===== config.mk =====
export PLATFORM = sky130hd
export DESIGN_NAME = dcache_data_sequencer_flat
export DESIGN_NICKNAME = d
export VERILOG_FILES = /design/src/rtl/dcache_data_sequencer_if.sv /design/src/rtl/dcache_data_sequencer.sv /design/src/flat_wrapper.sv
export SDC_FILE = /design/constraint.sdc
export NUM_CORES = 1
export LEC_CHECK = 0
export BUFFER_PORTS_ARGS = -buffer_cell sky130_fd_sc_hd__buf_4
export CAP_MARGIN = 5
export CORE_AREA = 2 2 222 224
export DETAILED_ROUTE_END_ITERATION = 8
export DIE_AREA = 0 0 224 226
export PLACE_DENSITY = 0.45
export REMOVE_ABC_BUFFERS = 1
export SKIP_LAST_GASP = 1
export SYNTH_ARGS = -nofsm -noshare
export SYNTH_HDL_FRONTEND = slang
export SYNTH_SLANG_ARGS = --single-unit
export TNS_END_PERCENT = 1

===== constraint.sdc =====
create_clock -name clk -period 4.5 [get_ports clk]
set_input_delay 0.45 -clock clk [delete_from_list [all_inputs] [get_ports clk]]
set_output_delay 0.45 -clock clk [all_outputs]
set_load 0.01 [all_outputs]

===== src/rtl/dcache_data_sequencer_if.sv =====
// Bundle of every handshake/bus signal around the D-cache data sequencer:
// CPU word port, refill beat port, victim beat port, data-array port and an
// FSM state probe. The slave modport is the sequencer itself; the master
// modport is its environment (cache controller, AXI path and data array).
interface dcache_data_sequencer_if #(
  parameter int INDEX_W = 5,
  parameter int LINE_W  = 128,
  parameter int WORD_W  = 32,
  parameter int OFF_W   = 2
);
  // Handshakes: a transfer happens on a cycle where valid && ready are both
  // high; valid never depends on ready; a producer holds its payload stable
  // while valid is high and ready is low.

  // CPU word access
  logic                 cpu_req_valid;
  logic                 cpu_req_ready;
  logic                 cpu_req_we;
  logic [INDEX_W-1:0]   cpu_req_index;
  logic [OFF_W-1:0]     cpu_req_off;
  logic                 cpu_req_way;
  logic [WORD_W-1:0]    cpu_req_wdata;
  logic [WORD_W/8-1:0]  cpu_req_wstrb;
  logic                 cpu_rsp_valid;
  logic [WORD_W-1:0]    cpu_rsp_rdata;

  // Line refill
  logic                 fill_start;
  logic [INDEX_W-1:0]   fill_index;
  logic                 fill_way;
  logic [OFF_W-1:0]     fill_off;
  logic                 fill_beat_valid;
  logic [WORD_W-1:0]    fill_beat_data;
  logic                 fill_beat_ready;
  logic                 fill_done;

  // Victim read-out
  logic                 evict_start;
  logic [INDEX_W-1:0]   evict_index;
  logic                 evict_way;
  logic                 evict_beat_valid;
  logic [WORD_W-1:0]    evict_beat_data;
  logic                 evict_beat_last;
  logic                 evict_beat_ready;

  logic                 busy;
  logic [2:0]           dbg_state;

  // Data array port (CEB/WEB/BWEB active-low)
  logic [INDEX_W-1:0]   da_A;
  logic [LINE_W-1:0]    da_DI;
  logic                 da_WEB;
  logic [LINE_W-1:0]    da_BWEB;
  logic                 da_CEB;
  logic                 da_WAY;
  logic [LINE_W-1:0]    da_DO;

  modport slave (
    input  cpu_req_valid, cpu_req_we, cpu_req_index, cpu_req_off, cpu_req_way,
           cpu_req_wdata, cpu_req_wstrb,
    output cpu_req_ready, cpu_rsp_valid, cpu_rsp_rdata,
    input  fill_start, fill_index, fill_way, fill_off, fill_beat_valid, fill_beat_data,
    output fill_beat_ready, fill_done,
    input  evict_start, evict_index, evict_way, evict_beat_ready,
    output evict_beat_valid, evict_beat_data, evict_beat_last,
    output busy, dbg_state,
    output da_A, da_DI, da_WEB, da_BWEB, da_CEB, da_WAY,
    input  da_DO
  );

  modport master (
    output cpu_req_valid, cpu_req_we, cpu_req_index, cpu_req_off, cpu_req_way,
           cpu_req_wdata, cpu_req_wstrb,
    input  cpu_req_ready, cpu_rsp_valid, cpu_rsp_rdata,
    output fill_start, fill_index, fill_way, fill_off, fill_beat_valid, fill_beat_data,
    input  fill_beat_ready, fill_done,
    output evict_start, evict_index, evict_way, evict_beat_ready,
    input  evict_beat_valid, evict_beat_data, evict_beat_last,
    input  busy, dbg_state,
    input  da_A, da_DI, da_WEB, da_BWEB, da_CEB, da_WAY,
    output da_DO
  );
endinterface


===== src/rtl/dcache_data_sequencer.sv =====
// D-cache data-array sequencer: serialises CPU word reads/writes, 4-beat
// refill writes and victim line read-out onto the single 2-way data-array
// port. Covers the 1-cycle SRAM read latency and 32-bit lane masking.
// Optional feature: define DCACHE_CRIT_WORD_FIRST_EN to start refills at the
// critical word offset (fill_off) and wrap; otherwise refills start at word 0.
module dcache_data_sequencer #(
  parameter int INDEX_W = 5,
  parameter int LINE_W  = 128,
  parameter int WORD_W  = 32
) (
  input logic                    clk,
  input logic                    rst,
  dcache_data_sequencer_if.slave bus
);

  localparam int WORDS = LINE_W / WORD_W;
  localparam int OFF_W = $clog2(WORDS);
  localparam int BYTES = WORD_W / 8;
  localparam logic [OFF_W-1:0] LAST_WORD = OFF_W'(WORDS - 1);

  typedef enum logic [2:0] {
    S_IDLE   = 3'd0,
    S_FILL   = 3'd1,
    S_EV_RD  = 3'd2,
    S_EV_CAP = 3'd3,
    S_EV_OUT = 3'd4
  } state_t;

  state_t             state_q;
  logic [INDEX_W-1:0] fill_index_q;
  logic               fill_way_q;
  logic [OFF_W-1:0]   ptr_q;        // array word the next refill beat lands in
  logic [OFF_W-1:0]   cnt_q;        // beats done in the current fill / evict
  logic [INDEX_W-1:0] ev_index_q;
  logic               ev_way_q;
  logic [LINE_W-1:0]  buf_q;        // captured victim line
  logic               rsp_valid_q;
  logic               rsp_rd_q;     // pending response is a read
  logic [OFF_W-1:0]   off_q;        // word offset of the pending response
  logic               fill_done_q;

  logic               cpu_accept;
  logic               fill_fire;
  logic [WORD_W-1:0]  lane_mask;

`ifdef DCACHE_CRIT_WORD_FIRST_EN
  logic [OFF_W-1:0]   fill_ptr_init;
  assign fill_ptr_init = bus.fill_off;
`else
  logic [OFF_W-1:0]   fill_ptr_init;
  logic               unused_fill_off;
  assign fill_ptr_init   = '0;
  assign unused_fill_off = ^bus.fill_off;
`endif

  // Evict and fill starts outrank the CPU, so they hold off acceptance.
  assign bus.cpu_req_ready = !rst && (state_q == S_IDLE) && !bus.evict_start && !bus.fill_start;
  assign cpu_accept        = bus.cpu_req_valid && bus.cpu_req_ready;
  assign fill_fire         = (state_q == S_FILL) && bus.fill_beat_valid;

  assign bus.cpu_rsp_valid    = rsp_valid_q;
  assign bus.cpu_rsp_rdata    = rsp_rd_q ? bus.da_DO[off_q*WORD_W +: WORD_W] : '0;
  assign bus.fill_beat_ready  = (state_q == S_FILL);
  assign bus.fill_done        = fill_done_q;
  assign bus.evict_beat_valid = (state_q == S_EV_OUT);
  assign bus.evict_beat_data  = buf_q[cnt_q*WORD_W +: WORD_W];
  assign bus.evict_beat_last  = (state_q == S_EV_OUT) && (cnt_q == LAST_WORD);
  assign bus.busy             = (state_q != S_IDLE);
  assign bus.dbg_state        = state_q;

  // Active-low per-bit write enables for the addressed lane from byte strobes.
  always_comb begin
    lane_mask = '1;
    for (int b = 0; b < BYTES; b++) begin
      lane_mask[b*8 +: 8] = {8{~bus.cpu_req_wstrb[b]}};
    end
  end

  // Drive the array port: at most one access source per cycle, idle otherwise.
  always_comb begin
    bus.da_A    = '0;
    bus.da_WAY  = 1'b0;
    bus.da_CEB  = 1'b1;
    bus.da_WEB  = 1'b1;
    bus.da_BWEB = '1;
    bus.da_DI   = '0;
    if (cpu_accept) begin
      bus.da_A   = bus.cpu_req_index;
      bus.da_WAY = bus.cpu_req_way;
      if (!bus.cpu_req_we) begin
        bus.da_CEB = 1'b0;
      end else if (|bus.cpu_req_wstrb) begin
        // An all-zero strobe write is answered but never touches the array.
        bus.da_CEB = 1'b0;
        bus.da_WEB = 1'b0;
        bus.da_DI  = {WORDS{bus.cpu_req_wdata}};
        bus.da_BWEB[bus.cpu_req_off*WORD_W +: WORD_W] = lane_mask;
      end
    end else if (fill_fire) begin
      bus.da_A   = fill_index_q;
      bus.da_WAY = fill_way_q;
      bus.da_CEB = 1'b0;
      bus.da_WEB = 1'b0;
      bus.da_DI[ptr_q*WORD_W +: WORD_W]   = bus.fill_beat_data;
      bus.da_BWEB[ptr_q*WORD_W +: WORD_W] = '0;
    end else if (state_q == S_EV_RD) begin
      bus.da_A   = ev_index_q;
      bus.da_WAY = ev_way_q;
      bus.da_CEB = 1'b0;
    end
  end

  // Sequencer FSM with its counters, latched targets and response registers.
  always_ff @(posedge clk or posedge rst) begin
    if (rst) begin
      state_q      <= S_IDLE;
      fill_index_q <= '0;
      fill_way_q   <= 1'b0;
      ptr_q        <= '0;
      cnt_q        <= '0;
      ev_index_q   <= '0;
      ev_way_q     <= 1'b0;
      buf_q        <= '0;
      rsp_valid_q  <= 1'b0;
      rsp_rd_q     <= 1'b0;
      off_q        <= '0;
      fill_done_q  <= 1'b0;
    end else begin
      rsp_valid_q <= cpu_accept;
      rsp_rd_q    <= cpu_accept && !bus.cpu_req_we;
      if (cpu_accept) begin
        off_q <= bus.cpu_req_off;
      end
      fill_done_q <= 1'b0;
      case (state_q)
        S_IDLE: begin
          if (bus.evict_start) begin
            ev_index_q <= bus.evict_index;
            ev_way_q   <= bus.evict_way;
            cnt_q      <= '0;
            state_q    <= S_EV_RD;
          end else if (bus.fill_start) begin
            fill_index_q <= bus.fill_index;
            fill_way_q   <= bus.fill_way;
            ptr_q        <= fill_ptr_init;
            cnt_q        <= '0;
            state_q      <= S_FILL;
          end
        end
        S_FILL: begin
          if (bus.fill_beat_valid) begin
            ptr_q <= ptr_q + 1'b1;
            cnt_q <= cnt_q + 1'b1;
            if (cnt_q == LAST_WORD) begin
              fill_done_q <= 1'b1;
              state_q     <= S_IDLE;
            end
          end
        end
        S_EV_RD: begin
          state_q <= S_EV_CAP;
        end
        S_EV_CAP: begin
          buf_q   <= bus.da_DO;
          state_q <= S_EV_OUT;
        end
        S_EV_OUT: begin
          if (bus.evict_beat_ready) begin
            cnt_q <= cnt_q + 1'b1;
            if (cnt_q == LAST_WORD) begin
              state_q <= S_IDLE;
            end
          end
        end
        default: begin
          state_q <= S_IDLE;
        end
      endcase
    end
  end

endmodule


===== src/flat_wrapper.sv =====
// flat-port wrapper written by rule: the top's interface ports become plain ports
module dcache_data_sequencer_flat 
#(
  parameter int INDEX_W = 5,
  parameter int LINE_W  = 128,
  parameter int WORD_W  = 32
)
  (clk, rst, bus_cpu_req_valid, bus_cpu_req_we, bus_cpu_req_index, bus_cpu_req_off, bus_cpu_req_way, bus_cpu_req_wdata, bus_cpu_req_wstrb, bus_cpu_req_ready, bus_cpu_rsp_valid, bus_cpu_rsp_rdata, bus_fill_start, bus_fill_index, bus_fill_way, bus_fill_off, bus_fill_beat_valid, bus_fill_beat_data, bus_fill_beat_ready, bus_fill_done, bus_evict_start, bus_evict_index, bus_evict_way, bus_evict_beat_ready, bus_evict_beat_valid, bus_evict_beat_data, bus_evict_beat_last, bus_busy, bus_dbg_state, bus_da_A, bus_da_DI, bus_da_WEB, bus_da_BWEB, bus_da_CEB, bus_da_WAY, bus_da_DO);
  dcache_data_sequencer_if #(.INDEX_W(INDEX_W), .LINE_W(LINE_W), .WORD_W(WORD_W)) bus_i ();
  input logic clk;
  input logic rst;
  input wire logic [$bits(bus_i.cpu_req_valid)-1:0] bus_cpu_req_valid;
  input wire logic [$bits(bus_i.cpu_req_we)-1:0] bus_cpu_req_we;
  input wire logic [$bits(bus_i.cpu_req_index)-1:0] bus_cpu_req_index;
  input wire logic [$bits(bus_i.cpu_req_off)-1:0] bus_cpu_req_off;
  input wire logic [$bits(bus_i.cpu_req_way)-1:0] bus_cpu_req_way;
  input wire logic [$bits(bus_i.cpu_req_wdata)-1:0] bus_cpu_req_wdata;
  input wire logic [$bits(bus_i.cpu_req_wstrb)-1:0] bus_cpu_req_wstrb;
  output wire logic [$bits(bus_i.cpu_req_ready)-1:0] bus_cpu_req_ready;
  output wire logic [$bits(bus_i.cpu_rsp_valid)-1:0] bus_cpu_rsp_valid;
  output wire logic [$bits(bus_i.cpu_rsp_rdata)-1:0] bus_cpu_rsp_rdata;
  input wire logic [$bits(bus_i.fill_start)-1:0] bus_fill_start;
  input wire logic [$bits(bus_i.fill_index)-1:0] bus_fill_index;
  input wire logic [$bits(bus_i.fill_way)-1:0] bus_fill_way;
  input wire logic [$bits(bus_i.fill_off)-1:0] bus_fill_off;
  input wire logic [$bits(bus_i.fill_beat_valid)-1:0] bus_fill_beat_valid;
  input wire logic [$bits(bus_i.fill_beat_data)-1:0] bus_fill_beat_data;
  output wire logic [$bits(bus_i.fill_beat_ready)-1:0] bus_fill_beat_ready;
  output wire logic [$bits(bus_i.fill_done)-1:0] bus_fill_done;
  input wire logic [$bits(bus_i.evict_start)-1:0] bus_evict_start;
  input wire logic [$bits(bus_i.evict_index)-1:0] bus_evict_index;
  input wire logic [$bits(bus_i.evict_way)-1:0] bus_evict_way;
  input wire logic [$bits(bus_i.evict_beat_ready)-1:0] bus_evict_beat_ready;
  output wire logic [$bits(bus_i.evict_beat_valid)-1:0] bus_evict_beat_valid;
  output wire logic [$bits(bus_i.evict_beat_data)-1:0] bus_evict_beat_data;
  output wire logic [$bits(bus_i.evict_beat_last)-1:0] bus_evict_beat_last;
  output wire logic [$bits(bus_i.busy)-1:0] bus_busy;
  output wire logic [$bits(bus_i.dbg_state)-1:0] bus_dbg_state;
  output wire logic [$bits(bus_i.da_A)-1:0] bus_da_A;
  output wire logic [$bits(bus_i.da_DI)-1:0] bus_da_DI;
  output wire logic [$bits(bus_i.da_WEB)-1:0] bus_da_WEB;
  output wire logic [$bits(bus_i.da_BWEB)-1:0] bus_da_BWEB;
  output wire logic [$bits(bus_i.da_CEB)-1:0] bus_da_CEB;
  output wire logic [$bits(bus_i.da_WAY)-1:0] bus_da_WAY;
  input wire logic [$bits(bus_i.da_DO)-1:0] bus_da_DO;
  assign bus_i.cpu_req_valid = bus_cpu_req_valid;
  assign bus_i.cpu_req_we = bus_cpu_req_we;
  assign bus_i.cpu_req_index = bus_cpu_req_index;
  assign bus_i.cpu_req_off = bus_cpu_req_off;
  assign bus_i.cpu_req_way = bus_cpu_req_way;
  assign bus_i.cpu_req_wdata = bus_cpu_req_wdata;
  assign bus_i.cpu_req_wstrb = bus_cpu_req_wstrb;
  assign bus_cpu_req_ready = bus_i.cpu_req_ready;
  assign bus_cpu_rsp_valid = bus_i.cpu_rsp_valid;
  assign bus_cpu_rsp_rdata = bus_i.cpu_rsp_rdata;
  assign bus_i.fill_start = bus_fill_start;
  assign bus_i.fill_index = bus_fill_index;
  assign bus_i.fill_way = bus_fill_way;
  assign bus_i.fill_off = bus_fill_off;
  assign bus_i.fill_beat_valid = bus_fill_beat_valid;
  assign bus_i.fill_beat_data = bus_fill_beat_data;
  assign bus_fill_beat_ready = bus_i.fill_beat_ready;
  assign bus_fill_done = bus_i.fill_done;
  assign bus_i.evict_start = bus_evict_start;
  assign bus_i.evict_index = bus_evict_index;
  assign bus_i.evict_way = bus_evict_way;
  assign bus_i.evict_beat_ready = bus_evict_beat_ready;
  assign bus_evict_beat_valid = bus_i.evict_beat_valid;
  assign bus_evict_beat_data = bus_i.evict_beat_data;
  assign bus_evict_beat_last = bus_i.evict_beat_last;
  assign bus_busy = bus_i.busy;
  assign bus_dbg_state = bus_i.dbg_state;
  assign bus_da_A = bus_i.da_A;
  assign bus_da_DI = bus_i.da_DI;
  assign bus_da_WEB = bus_i.da_WEB;
  assign bus_da_BWEB = bus_i.da_BWEB;
  assign bus_da_CEB = bus_i.da_CEB;
  assign bus_da_WAY = bus_i.da_WAY;
  assign bus_i.da_DO = bus_da_DO;
  dcache_data_sequencer #(.INDEX_W(INDEX_W), .LINE_W(LINE_W), .WORD_W(WORD_W)) u_core (.clk(clk), .rst(rst), .bus(bus_i));
endmodule

==> reports/metrics.csv, run 1 <==
metric,value,unit
setup repair after global routing missed its margin,no,
setup violators final,0,
mean number of vias per cell,4.63,
share of flip-flops with an asynchronous set or reset after synthesis,1.00,
largest area contributor in the synthesized netlist,dfrtp_1,
power consumption,7.81,mW
peak supply drop,0.256,mV
count of final max-slew check failures,0,
worst hold-check path type,in2async,
drt total wl,42.3,mm
worst r2r dst,u_core.buf_q[12],
most frequent CP cell,buf_4,
placed wire-length estimate after detailed placement,33.4,mm
slew margin rel.,0.209,
fraction of layout cells with a size suffix above 1,0.659,
area of the die,50600,sq um
first-pass GRT wire length,58.6,mm
antenna violations before repair,1,
met1 usage,0.199,
buffer cell driving the clock tree root,clkbuf_16,
CP Launch Point,u_core.bus.dbg_state[0],
kind of critical path,reg2out,
depth of the worst register-to-register path,4,
cell with the most instances after synthesis,dfrtp_1,
"Reg clk slew, reported paths",0.07,ns
number of enable flip-flop cells after synthesis,0,
launching element type of the critical path,flip-flop,
most frequent cells after synthesis,"dfrtp_1, mux2_2, a22o_1",
final worst clock skew,0.0126,ns
"Remaining Overflow, GRT",0,
post-CTS repair timing setup buffer count,0,
pwr dens,528,nW/um^2
TritonCTS clock tree,done,
clock buffers created by TritonCTS,17,
global-route usage over all layers,0.159,
DRC violations left,0,
area grow syn2layout,44.8,%
category of the worst setup path capture point,output pin,
Arrival @ worst endpoint,3.44,ns
"Critical Path, Cell by Cell","nor3_4, inv_2, nor4_4, buf_12, buf_4, buf_4, a22o_1, buf_4",
"FF+latch count, synth",152,
starting density of the core,0.211,
global routing's busiest layer,met2,
post-placement worst setup slack,1.10,ns
Worst Setup EP,bus_da_DI[21],
met2 Usage GRT,0.274,
"Top FF cell, synth",dfrtp_1,
fin crit period,3.89,ns
maximum number of pins on one net before global-route repair,90,
clk_lat worst skew,0.43,ns
outcome,finished clean,
Max Clk Rate,257,MHz
clock sink count,152,
H-tree levels,4,
Syn Area/Cell,12.3,sq um
"Distinct cells, synth",46,
worst stage delay on the critical path,0.73,ns
area fraction of the dominant cell type after synthesis,0.373,
max capacitance violation total,0,
CTS Hold Buffers Added,0,
global-route track usage on met3,0.0349,
kind of cell adding the most delay to the critical path,buffers and inverters,
die boundary width,224,microns
total of warnings raised by yosys,0,
core area,48300,sq um
register-to-register setup slack,1.64,ns
final hold violation count,0,
required time at the endpoint of the critical path,4.05,ns
Vert. Die Dim,226,microns
number of standard-cell rows in the floorplan,81,
slew at the pin with the worst max-slew slack,1.19,ns
routed len/inst,22.4,microns
I/O pin count,564,
final layout net count,1486,
via count,8727,
count of routing violations after the opening detailed-route iteration,558,
Worst path slowest cell,nor4_4,
Max Root-Sink Buffers,2,
total of buffers placed on input and output ports,561,
TNS Setup,0,ns
leak pwr,6.78,nW
least setup slack across all paths after layout,0.607,ns
number of buffers and inverters on the critical path,5,
sequential fraction of the synthesis area,0.373,
count of TritonRoute iterations in the first routing pass,5,
Worst Path Max Fanout,42,
number of cells on the critical path,8,
launch instance of the worst register-to-register path,u_core.bus.dbg_state[2],
total instance count after detailed placement,1852,
vias in the first global route,8404,
Routed Antenna Nets,0,
total standard cell area after synthesis,10200,sq um
weighted congestion at the end of routability-driven global placement,0.817,
main area contributors after synthesis,"dfrtp_1, mux2_2, mux4_2",
post_cts resized,0,
final worst path period share,0.865,
cell count after synthesis,828,
number of cells in the finished layout apart from fillers,1883,
[routing by layer]
layer | routed length (microns) | part of all wire
met1 | 17400 | 0.41
met4 | 926 | 0.022
met2 | 21400 | 0.51
met5 | 0 | 0
met3 | 2500 | 0.059
[how the worst min path moves through the flow]
stage                            from                    to  cells after the start
global placement    u_core.buf_q[117]     u_core.buf_q[117]                      1
detailed placement   u_core.buf_q[71]      u_core.buf_q[71]                      1
floorplan            u_core.buf_q[64]      u_core.buf_q[64]                      1
finish                            rst  u_core.bus.fill_done                      2
CTS                               rst  u_core.bus.fill_done                      2
global route                      rst  u_core.bus.fill_done                      2
[sequential cells by signal, summed over array words and instances (netlist names)]
register / cells
u_core.buf_q: 128
u_core.bus.cpu_rsp_valid: 1
u_core.bus.dbg_state: 3
u_core.bus.fill_done: 1
u_core.cnt_q: 2
u_core.ev_index_q: 5
u_core.ev_way_q: 1
u_core.fill_index_q: 5
u_core.fill_way_q: 1
u_core.off_q: 2
u_core.ptr_q: 2
u_core.rsp_rd_q: 1
[layout make-up]
| cell class | instances | area [sq um] |
|---|---|---|
| Clock inverter | 11 | 101 |
| Sequential cell | 152 | 3810 |
| Tap cell | 622 | 778 |
| Antenna cell | 1 | 2.50 |
| Fill cell | 4995 | 33600 |
| Multi-Input combinational cell | 480 | 5190 |
| Clock buffer | 19 | 433 |
| Timing Repair Buffer | 583 | 4400 |
| Inverter | 15 | 61.3 |
[metrics by stage]
step / util / hold WS, ns / area [sq um]
floorplan: - / 0.474 / 9040
global placement: 0.295 / 0.483 / 14200
detailed placement: 0.295 / 0.487 / 14200
CTS: 0.306 / 0.161 / 14800
global route: 0.306 / 0.188 / 14800
finish: 0.306 / 0.142 / 14800
[power by group]
group	leakage (nW)	switching, mW	internal [mW]
Combinational	4.73	1.53	2.27
Clock	0.263	0.583	0.755
Sequential	1.78	0.606	2.06
[cell families after synthesis]
logic type                 synth area share
and+or+nand+nor                      0.0601
muxes                                 0.301
DFF                                   0.373
adders and majority gates            0.0135
AOI/OAI and AO/OA                     0.134
buffers and inverters                 0.119
[cells in the final DEF (no fill, tap or decap), drive strengths merged, types with 2 or more instances in the layout]
cell	netlist	layout
nand3b	2	2
o21a	12	12
clkbuf	20	19
nand3	6	6
nor3	4	4
nor3b	3	3
mux4	64	64
buf	161	583
nand2	10	10
mux2	142	142
a22o	128	128
ha	11	11
nor2b	2	2
a222oi	6	6
inv	15	17
nor2	14	14
nand2b	7	7
and4	2	2
dfrtp	152	152
a31oi	4	4
and2	35	35
nor4	5	5
clkinv	0	7
mux2i	3	3
or3	2	2
a21oi	6	6
Power figures use the tool's default switching activity.
==> inputs of run 2 (changes only) <==
--- a/config.mk
+++ b/config.mk
@@ -6,11 +6,12 @@
 export NUM_CORES = 1
 export LEC_CHECK = 0
 export BUFFER_PORTS_ARGS = -buffer_cell sky130_fd_sc_hd__buf_4
-export CAP_MARGIN = 5
+export CAP_MARGIN = 0
 export CORE_AREA = 2 2 222 224
 export DETAILED_ROUTE_END_ITERATION = 8
 export DIE_AREA = 0 0 224 226
-export PLACE_DENSITY = 0.45
+export HOLD_SLACK_MARGIN = 0.06
+export PLACE_DENSITY = 0.43
 export REMOVE_ABC_BUFFERS = 1
 export SKIP_LAST_GASP = 1
 export SYNTH_ARGS = -nofsm -noshare
==> constraint.sdc (replaced) <==
create_clock -name clk -period 4.56 [get_ports clk]
set_input_delay 0.456 -clock clk [delete_from_list [all_inputs] [get_ports clk]]
set_output_delay 0.456 -clock clk [all_outputs]
set_load 0.01 [all_outputs]
==> reports/metrics.csv, run 2 (synthesis results as in run 1) <==
metric,value,unit,change
category of the worst setup path capture point,output pin,,
first-pass GRT wire length,59.5,mm,+1.5%
vias in the first global route,8431,,+0.32%
largest registers,"u_core.buf_q: 128 flops, u_core.ev_index_q: 5 flops, u_core.fill_index_q: 5 flops",,
"leading cell type in the layout, fill and taps excluded",buf_4,,
weighted congestion at the end of routability-driven global placement,0.781,,-4.4%
register-to-register setup slack,1.91,ns,+0.27 ns
routed len/inst,22.7,microns,+1.0%
tightest hold margin,0.223,ns,+0.0809 ns
count of TritonRoute iterations in the first routing pass,5,,unchanged
final hold violation count,0,,unchanged
fin crit period,3.71,ns,
largest register by flop count,u_core.buf_q,,
kind of critical path,reg2out,,
clock sink count,152,,unchanged
filler cell count in the final layout,5026,,+0.62%
Routed Antenna Nets,0,,unchanged
Vert. Die Dim,226,microns,unchanged
launch instance of the worst register-to-register path,u_core.bus.dbg_state[0],,
H-tree levels,4,,unchanged
via count,8747,,+0.23%
Worst Path Max Fanout,20,,-52%
Arrival @ worst endpoint,3.25,ns,-0.19 ns
core area,48300,sq um,unchanged
required time at the endpoint of the critical path,4.10,ns,+0.05 ns
Largest register FFs,128,,unchanged
clk_lat worst skew,0.43,ns,about the same
number of standard-cell rows in the floorplan,81,,unchanged
Max Clk Rate,270,MHz,
fraction of layout cells with a size suffix above 1,0.659,,about the same
final worst path period share,0.814,,
drt total wl,42.5,mm,+0.66%
peak supply drop,0.223,mV,-13%
launching element type of the critical path,flip-flop,,
post-route core utilization,0.306,,+0.000492
Antenna Diode Count,0,,-1
count of routing violations after the opening detailed-route iteration,501,,-10%
die boundary width,224,microns,unchanged
global-route usage over all layers,0.160,,+0.00113
worst stage delay on the critical path,0.64,ns,-0.09 ns
max capacitance violation total,0,,unchanged
clock buffers created by TritonCTS,17,,unchanged
placed wire-length estimate after detailed placement,33.8,mm,+1.1%
count of final max-slew check failures,0,,unchanged
CTS Hold Buffers Added,0,,unchanged
leak pwr,6.77,nW,about the same
post_cts resized,0,,unchanged
TritonCTS clock tree,done,,
setup violators final,0,,unchanged
depth of the worst register-to-register path,3,,-1
buffer cell driving the clock tree root,clkbuf_16,,
post-CTS repair timing setup buffer count,0,,unchanged
antenna violations before repair,7,,+6
"Remaining Overflow, GRT",0,,unchanged
final layout net count,1478,,-0.54%
total of buffers placed on input and output ports,561,,unchanged
TNS Setup,0,ns,unchanged
final worst clock skew,0.0112,ns,-0.00139 ns
outcome,finished clean,,
starting density of the core,0.211,,unchanged
area grow syn2layout,45.0,%,
Worst path slowest cell,dfrtp_1,,
mean number of vias per cell,4.66,,+0.60%
pwr dens,532,nW/um^2,+0.61%
number of buffers and inverters on the critical path,2,,-3
DRC violations left,0,,unchanged
area of the die,50600,sq um,unchanged
kind of cell adding the most delay to the critical path,simple AND/OR/NAND/NOR gates,,
"Critical Path, Cell by Cell","and4bb_2, and2b_1, and4_1, buf_4, a22o_1, buf_4",,
setup repair after global routing missed its margin,no,,
Max Root-Sink Buffers,2,,unchanged
maximum number of pins on one net before global-route repair,105,,+17%
slew at the pin with the worst max-slew slack,1.10,ns,-0.0879 ns
worst hold-check path type,in2async,,
highest-count cells in the layout ignoring fill and taps,"buf_4, dfrtp_1, mux2_2",,
"Reg clk slew, reported paths",0.06,ns,about the same
slew margin rel.,0.265,,+0.0564
I/O pin count,564,,unchanged
worst r2r dst,u_core.buf_q[17],,
most frequent CP cell,buf_4,,
run 2: changes by cell type in the layout (fill, tap and decap cells not counted), sizes merged:
cell,before,now
clkinv,7,5
inv,17,20
diode,1,0
buf,583,575
bufinv,1,2
run 2: how the worst max path moves through the flow:
| stage | cells after the start | endpoint | slack [ns] | startpoint |
|---|---|---|---|---|
| finish | 6 | bus_da_DI[76] | 0.85 | u_core.bus.dbg_state[0] |
| detailed placement | 7 | bus_da_BWEB[7] | 1.27 | rst |
| global placement | 7 | bus_da_BWEB[1] | 1.30 | rst |
| CTS | 7 | bus_da_BWEB[7] | 0.81 | u_core.bus.dbg_state[0] |
| floorplan | 4 | bus_da_BWEB[100] | -1.97 | u_core.bus.dbg_state[0] |
| global route | 7 | bus_da_BWEB[7] | 0.59 | u_core.bus.dbg_state[0] |
run 2: cell type report:
| cell class | instances | area (sq um) | area share |
|---|---|---|---|
| multi-input cells | 480 | 5200 | 0.351 |
| repair buffers | 575 | 4350 | 0.294 |
| flip-flops and latches | 152 | 3810 | 0.257 |
| well taps | 622 | 778 | 0.0526 |
| clock buffers | 19 | 443 | 0.0299 |
| clock inverters | 13 | 160 | 0.0108 |
| inverters | 15 | 61.3 | 0.00414 |
run 2: worst register-to-register path: stages, from the launching register on:
cell	delay (ns)
dfrtp_1	0.64
nand3b_1	0.87
buf_12	0.55
mux2_2	0.48
run 2: power by group:
part	internal, mW	leakage, nW	total [mW]	switching, mW
Sequential	2.03	1.78	2.59	0.561
Clock	0.838	0.293	1.47	0.632
Combinational	2.24	4.69	3.81	1.56
run 2: per-layer routing:
metal / GRT usage / vias to the layer above / wire [microns]
li1: - / 3847 / -
met1: 0.201 / 4456 / 17100
met2: 0.274 / 395 / 21500
met3: 0.0491 / 37 / 3430
met4: 0.0292 / 12 / 452
met5: 0 / - / 81
run 2: stage by stage:
step                      cells  area (sq um)  power (mW)  setup WS (ns)
after floorplan             647          9040        4.83          -1.97
after global placement     1844         14200        6.46           1.30
after detailed placement   1844         14200        6.50           1.27
after CTS                  1876         14800        8.00          0.813
after global routing       1876         14800        8.36          0.593
final                      1876         14800        7.87          0.850
==> inputs of run 3 (changes only) <==
--- a/config.mk
+++ b/config.mk
@@ -11,7 +11,7 @@
 export DETAILED_ROUTE_END_ITERATION = 8
 export DIE_AREA = 0 0 224 226
 export HOLD_SLACK_MARGIN = 0.06
-export PLACE_DENSITY = 0.43
+export PLACE_DENSITY = 0.45
 export REMOVE_ABC_BUFFERS = 1
 export SKIP_LAST_GASP = 1
 export SYNTH_ARGS = -nofsm -noshare
==> constraint.sdc (replaced) <==
create_clock -name clk -period 3.4 [get_ports clk]
set_input_delay 0.34 -clock clk [delete_from_list [all_inputs] [get_ports clk]]
set_output_delay 0.34 -clock clk [all_outputs]
set_load 0.01 [all_outputs]
==> reports/metrics.csv, run 3 (synthesis results as in run 1) <==
metric,value,unit,change
outcome,finished clean,,
setup violators final,0,,unchanged
final worst path period share,0.965,,
number of standard-cell rows in the floorplan,81,,unchanged
post-placement worst setup slack,0.101,ns,-1.17 ns
pwr dens,708,nW/um^2,+33%
final worst clock skew,0.00940,ns,-0.00180 ns
Worst Path Max Fanout,66,,+230%
TNS Setup,0,ns,unchanged
count of TritonRoute iterations in the first routing pass,6,,+1
drt total wl,42.6,mm,+0.16%
"leading cell type in the layout, fill and taps excluded",buf_4,,
worst hold-check path type,in2reg,,
clk_lat worst skew,0.43,ns,about the same
peak supply drop,0.348,mV,+56%
leak pwr,6.94,nW,+2.5%
final layout net count,1509,,+2.1%
largest registers,"u_core.buf_q: 128 flops, u_core.ev_index_q: 5 flops, u_core.fill_index_q: 5 flops",,
Max Root-Sink Buffers,2,,unchanged
routed len/inst,22.4,microns,-1.4%
category of the worst setup path capture point,output pin,,
die boundary width,224,microns,unchanged
required time at the endpoint of the critical path,3.06,ns,-1.04 ns
hold path cells,2,,
mean number of vias per cell,4.61,,-1.2%
H-tree levels,4,,unchanged
met1 usage,0.202,,+0.00130
max capacitance violation total,0,,unchanged
weighted congestion at the end of routability-driven global placement,0.800,,+2.4%
depth of the worst register-to-register path,4,,+1
slew at the pin with the worst max-slew slack,1.07,ns,-0.0313 ns
kind of critical path,in2out,,
Arrival @ worst endpoint,2.94,ns,-0.31 ns
CP Launch Point,rst,,
starting density of the core,0.211,,unchanged
launch instance of the worst register-to-register path,u_core.bus.dbg_state[2],,
Largest register FFs,128,,unchanged
global-route track usage on met3,0.0360,,-0.0130
fin crit period,3.28,ns,
met2 Usage GRT,0.280,,+0.00641
"Remaining Overflow, GRT",0,,unchanged
Placed Instance Area,14500,sq um,+2.1%
Max Clk Rate,305,MHz,
slew margin rel.,0.279,,+0.0138
DRC violations left,0,,unchanged
final hold violation count,0,,unchanged
Vert. Die Dim,226,microns,unchanged
Antenna Diode Count,0,,unchanged
largest register by flop count,u_core.buf_q,,
global routing's busiest layer,met2,,
I/O pin count,564,,unchanged
Routed Antenna Nets,0,,unchanged
least setup slack across all paths after layout,0.121,ns,-0.729 ns
first-pass GRT wire length,59.0,mm,-0.85%
area grow syn2layout,48.0,%,
area of the die,50600,sq um,unchanged
total of buffers placed on input and output ports,561,,unchanged
TritonCTS clock tree,done,,
via count,8780,,+0.38%
setup repair after global routing missed its margin,no,,
highest-count cells in the layout ignoring fill and taps,"buf_4, dfrtp_1, mux2_2",,
global-route usage over all layers,0.160,,-0.000399
buffer cell driving the clock tree root,clkbuf_16,,
post_cts resized,0,,unchanged
maximum number of pins on one net before global-route repair,73,,-30%
antenna violations before repair,2,,-5
placed wire-length estimate after detailed placement,34.0,mm,+0.46%
"Reg clk slew, reported paths",0.06,ns,about the same
launching element type of the critical path,input pin,,
hold path startpoint,bus_evict_index[3],,
count of routing violations after the opening detailed-route iteration,572,,+14%
count of final max-slew check failures,0,,unchanged
fraction of layout cells with a size suffix above 1,0.664,,+0.00538
clock sink count,152,,unchanged
clock buffers created by TritonCTS,17,,unchanged
vias in the first global route,8444,,+0.15%
core area,48300,sq um,unchanged
post-route standard cell area excluding fillers,15100,sq um,+2.1%
[run 3: power breakdown]
part / total [mW] / switching [mW] / internal [mW]
clock network: 1.97 / 0.798 / 1.17
logic: 5.48 / 2.35 / 3.14
registers: 3.24 / 0.511 / 2.73
[run 3: path summary, 6_finish.rpt]
| path | to | slack (ns) |
|---|---|---|
| hold reg to reg | u_core.buf_q[84] | 0.50 |
| min in group asynchronous | u_core.fill_way_q | 0.55 |
| max in group asynchronous | u_core.buf_q[7] | 1.98 |
| setup reg to reg | u_core.buf_q[71] | 1.34 |
| hold / removal | u_core.ev_index_q[3] | 0.14 |
| setup / recovery | bus_da_DI[27] | 0.12 |
[run 3: metrics by stage]
step / std cells / total power [mW] / hold slack (ns) / util
detailed placement: 1872 / 8.87 / 0.442 / 0.300
global placement: 1872 / 8.80 / 0.435 / 0.300
finish: 1905 / 10.7 / 0.144 / 0.313
floorplan: 647 / 6.47 / 0.412 / -
global route: 1905 / 11.4 / 0.115 / 0.313
CTS: 1905 / 10.9 / 0.118 / 0.313
[run 3: worst max-delay path, cell delays in order]
cell,delay [ns]
dlygate4sd3_1,0.56
buf_4,0.16
or3_4,0.41
nor4_4,0.31
buf_4,0.61
a22o_1,0.38
buf_4,0.17
[run 3: repair_timing]
action	in CTS	in global routing
hold buffers	1	0
endpoints found under the setup margin	92	0
buffers inserted	2	0
endpoints found under the hold margin	46	0
[run 3: layout make-up]
class                      count  area (sq um)
multi-input combinational    480          5190
clock inverter                10           145
sequential                   152          3810
fill                        4937         33200
timing repair buffer         606          4680
inverter                      15          61.3
tap                          622           778
clock buffer                  20           447
[run 3: per-layer routing]
metal / vias up / routed length, microns
li1: 3911 / -
met1: 4481 / 17600
met2: 356 / 21800
met3: 32 / 2660
met4: 0 / 528
met5: - / 0
